==> src/rtl/cache_fill_fsm.sv <==
// Cache line fill controller: issues WORDS word reads to pipelined memory and
// streams returned words into the cache, pulsing the tag write on the last word.
module cache_fill_fsm #(
  parameter int unsigned WORDS  = 8,
  parameter int unsigned ADDR_W = 16
) (
  input  logic                     clk,
  input  logic                     rst,
  input  logic                     miss_detected,
  input  logic [ADDR_W-1:0]        miss_address,
  input  logic [15:0]              memory_data,
  input  logic                     memory_data_valid,
  output logic                     fsm_busy,
  output logic                     memory_en,
  output logic [ADDR_W-1:0]        memory_address,
  output logic                     write_data_array,
  output logic                     write_tag_array,
  output logic [$clog2(WORDS)-1:0] fill_word,
  output logic [15:0]              fill_data
);

  localparam int unsigned IDX_W = $clog2(WORDS);
  localparam int unsigned CNT_W = IDX_W + 1;
  localparam int unsigned OFF_W = IDX_W + 1;
  localparam int unsigned TAG_W = ADDR_W - OFF_W;

  typedef enum logic {IDLE, FILL} state_t;

  state_t           state;
  logic [TAG_W-1:0] base;
  logic [CNT_W-1:0] issue_cnt;
  logic [IDX_W-1:0] recv_cnt;

  logic in_fill;
  logic issue;
  logic accept;
  logic last;
  logic unused_offset;

  // Byte offset within the line is discarded; only the line address is kept.
  assign unused_offset = ^miss_address[OFF_W-1:0];

  assign in_fill = (state == FILL);
  assign issue   = in_fill && (issue_cnt < CNT_W'(WORDS));
  // A return is only accepted while a request is outstanding.
  assign accept  = in_fill && memory_data_valid && (CNT_W'(recv_cnt) < issue_cnt);
  assign last    = accept && (recv_cnt == IDX_W'(WORDS - 1));

  always_ff @(posedge clk or negedge rst) begin
    if (!rst) begin
      state     <= IDLE;
      base      <= '0;
      issue_cnt <= '0;
      recv_cnt  <= '0;
    end else begin
      case (state)
        IDLE: begin
          if (miss_detected) begin
            state     <= FILL;
            base      <= miss_address[ADDR_W-1:OFF_W];
            issue_cnt <= '0;
            recv_cnt  <= '0;
          end
        end
        FILL: begin
          if (issue)  issue_cnt <= issue_cnt + CNT_W'(1);
          if (accept) recv_cnt  <= recv_cnt + IDX_W'(1);
          if (last)   state     <= IDLE;
        end
        default: state <= IDLE;
      endcase
    end
  end

  // Decoded from registers; write strobes are combinational so the cache
  // captures the returned word on the same edge.
  assign fsm_busy         = in_fill;
  assign memory_en        = issue;
  assign memory_address   = in_fill ? {base, issue_cnt[IDX_W-1:0], 1'b0} : '0;
  assign write_data_array = accept;
  assign write_tag_array  = last;
  assign fill_word        = in_fill ? recv_cnt : '0;
  assign fill_data        = in_fill ? memory_data : '0;

endmodule
==> config.mk <==
export PLATFORM = sky130hd
export DESIGN_NAME = cache_fill_fsm
export DESIGN_NICKNAME = d
export VERILOG_FILES = /design/src/rtl/cache_fill_fsm.sv
export SDC_FILE = /design/constraint.sdc
export NUM_CORES = 1
export LEC_CHECK = 0
export ABC_AREA = 1
export CORE_ASPECT_RATIO = 0.6
export CORE_UTILIZATION = 36
export CTS_CLUSTER_DIAMETER = 120
export DETAILED_ROUTE_END_ITERATION = 10
export GPL_TIMING_DRIVEN = 0
export PLACE_DENSITY = 0.86
export SYNTH_ARGS = -nofsm -noshare
export SYNTH_HDL_FRONTEND = slang
export SYNTH_SLANG_ARGS = --single-unit
export TNS_END_PERCENT = 5
==> constraint.sdc <==
create_clock -name clk -period 2 [get_ports clk]
set_clock_uncertainty 0.2 [all_clocks]
set_input_delay 0.4 -clock clk [delete_from_list [all_inputs] [get_ports clk]]
set_output_delay 0.4 -clock clk [all_outputs]
set_load 0.005 [all_outputs]
==> run_results.csv <==
group,metric,value,unit
floorplan,fp.dieW,76.38,um
synth,synth_xor_area_share,0.7330,%
route,drt-total-wl,3373,um
global_route,grt_pass1_wl,5216,um
power_and_ir_drop,intPower,0.001683,W
outcome,violations,"negative setup slack",
synth,synth_top_area_share,41.88,%
finish,fillCellCount,245,
sta,tightest_slew,0.8796,ns
clock_tree,clock_latency,0.26,ns
power_and_ir_drop,combPwrFrac,62.2,%
critical_path,critical_path_required,1.40,ns
job,max_cap_viol_count,0,
sta,setup_ws,-0.1141,ns
power_and_ir_drop,power.density,1276,mW/mm2
synth,ys_seq_area_share,41.88,%
synth,avgSynthCellArea,6.675,um2
synth,synth_edf_count,0,
sta,max_slew_margin,41.18,%
route,vias,1323,
global_route,grt_pass1_vias,1187,
clock_tree,cts.root.buffer_cell,"clkbuf_8",
global_route,globalRouteOverflowTotal,0,
outcome,status,"finished, violations left",
route,via_per_inst,4.268,
power_and_ir_drop,seqPwrFrac,26.8,%
clock_tree,htree_levels,1,
synth,synth_cell_types,17,
route,wl_per_cell,10.88,um
synth,syn-instance-count,179,
critical_path,arrival,1.51,ns
power_and_ir_drop,leakagePower,1.347,nW
global_route,antenna_found_initial,0,
finish,num_antenna_cells,0,
critical_path,cp-end-kind,"output pin",
sta,final-hold-violation-count,0,
placement,dp.final_hpwl,2306,um
synth,synth_ff_type,"dfrtp_1",
floorplan,rows,15,
clock_tree,cts_tree,"yes",
worst_hold_path,hold_class,"flip-flop to flip-flop",
critical_path,crit_path_max_incr_delay,0.42,ns
floorplan,die_y,46.63,um
synth,ys_seq_elements,20,
critical_path,startpoint_type,"flip-flop",
critical_path,crit_top_cell,"buf_6",
synth,syn_area,0.001195,mm2
route,ant_nets,0,
power_and_ir_drop,finalPower,0.002750,W
synth,synth-compound-area-share,3.141,%
clock_tree,clkTransAtPathRegs,0.07,ns
clock_tree,cts_buffer_depth,2,
power_and_ir_drop,clkPwrFrac,11.1,%
critical_path,slowest_stage,"dfrtp_1",
floorplan,start_util,39.79,%
route,drtPass1Iterations,4,
synth,synth_simple_gate_area_share,31.20,%
synth,yosys-top-cells-count,"nand2_1 (82), inv_1 (44), dfrtp_1 (20), nand3_1 (7)",
placement,io_buffers,69,
sta,max_freq,473.0,MHz
critical_path,critPathKind,"flip-flop to output pin",
power_and_ir_drop,vdd.ir_drop.worst,635.0,uV
synth,synth_top_family_by_area,"simple AND/OR/NAND/NOR gates",
global_route,grt_max_degree,21,
sta,post-route-period-util,105.7,%
sta,holdWs,0.2727,ns
power_and_ir_drop,p_switching,0.001067,W
critical_path,path_cells,"ha_4 > inv_4 > nor2_4 > nand2_2 > buf_6 > nand3_4 > inv_2 > buf_6",
floorplan,ioPinCount,75,
synth,synthAdderAreaFrac,5.236,%
route,drcViolationCount,0,
synth,yosys-top-cells-area,"dfrtp_1 (42%), nand2_1 (26%), inv_1 (14%), ha_1 (5.2%), nand3_1 (2.9%)",
synth,synthMuxAreaShare,0,%
sta,setup_viol,3,
placement,place.gp.congestion,0.7610,
finish,fin_nets,310,
sta,period_needed,2.114,ns
synth,ys_async_sr_fraction,100.0,%
clock_tree,clock-sinks,20,
power_and_ir_drop,switching_share,38.79,%
floorplan,dieArea,0.003561,mm2
critical_path,crit_fanout,2,
route,drtIter0Drc,59,
finish,drive_gt1_share,17.16,%
global_route,grt_use_total,19.37,%
synth,syn_nets,220,
synth,synth_most_common_cell,"nand2_1",
synth,yosys_warnings,0,
sta,maxSlewViolCount,0,
floorplan,core-area,0.003003,mm2
clock_tree,numCtsBuffers,3,
finish,area_growth,80.42,%
synth,yosys.area.top_type,"dfrtp_1",
sta,rsz0062_at_grt,"true",
-- layout by cell type, fill, tap and decap left out, types with 2 or more instances in the layout --
master,instances
buf_2,2
buf_4,16
buf_6,5
clkbuf_8,4
clkdlybuf4s50_1,33
dfrtp_1,20
dlygate4sd2_1,33
ha_1,3
ha_4,2
inv_1,38
inv_2,6
nand2_1,79
nand2_2,5
nand3_1,6
nor2_1,2
o21ai_0,2
-- worst max-delay path: cells and delay by family (launching register included) --
kind                     cells  cell delay, ns
flip-flops                   1            0.42
buffers and inverters        4            0.31
adder cells (fa/ha/maj)      1            0.30
AND/OR/NAND/NOR              3            0.24
-- kinds of logic after synthesis --
group / Yosys count
AOI/OAI and AO/OA: 5
and+or+nand+nor: 95
other: 1
adders and majority gates: 5
buffers and inverters: 52
xor gates and xnor gates: 1
DFF: 20
-- sequential cells by signal, indices dropped and copies added, names as in the netlist --
| register | flops |
|---|---|
| fsm_busy | 1 |
| recv_cnt | 3 |
| issue_cnt | 4 |
| base | 12 |
-- layout make-up --
class / count / area [um2] / share of cell area [%]
buffer: 7 / 66.31 / 3.076
clock buffer: 4 / 55.05 / 2.554
inverter: 45 / 171.4 / 7.951
multi-input combinational: 107 / 538.0 / 24.96
sequential: 20 / 500.5 / 23.22
tap: 42 / 52.55 / 2.438
timing repair buffer: 85 / 772.0 / 35.81
-- timing repair --
item / CTS / global route
gates resized for setup: 57 / 10
hold buffers: 0 / 0
pin swaps: 2 / 5
setup buffers: 13 / 3
endpoints found under the setup margin: 37 / 4
-- power groups by stage --
stage	Clock [W]	Sequential, W	Combinational, W
after global routing	0.000326	0.000755	0.00192
after detailed placement	0	0.000747	0.00143
after floorplan	0	0.000713	0.000715
after CTS	0.000310	0.000729	0.00159
final	0.000304	0.000736	0.00171
after global placement	0	0.000739	0.00140
-- through the flow --
stage               area (um2)  setup slack (ns)  std cells  utilization (%)  setup TNS (ns)
detailed placement        1938           -0.4265        290            64.54          -1.533
floorplan                 1195            0.3224        179                -               0
CTS                       2115           -0.1047        307            70.42         -0.2528
finish                    2156           -0.1141        310            71.79         -0.1894
global route              2156           -0.1653        310            71.79         -0.3595
global placement          1938           -0.4197        290            64.54          -1.431
-- final timing paths --
path | startpoint | end | slack [ns] | depth (start not counted)
setup / recovery | recv_cnt[2] | write_tag_array | -0.11 | 8
hold / removal | base[0] | base[0] | 0.27 | 2
setup reg to reg | recv_cnt[2] | recv_cnt[1] | 0.25 | 9
hold reg to reg | base[0] | base[0] | 0.27 | 2
max in group asynchronous | rst | base[3] | 0.62 | 1
min in group asynchronous | rst | issue_cnt[0] | 0.44 | 1
-- routing by layer --
| layer | wire length (um) | part of all wire [%] | track usage, % |
|---|---|---|---|
| met1 | 1564 | 46 | 25.21 |
| met4 | 8 | 0.24 | 2.692 |
| met2 | 1528 | 45 | 32.43 |
| met5 | 0 | 0 | 0 |
| met3 | 273 | 8.1 | 6.733 |
(Power assumes the default switching activity.)
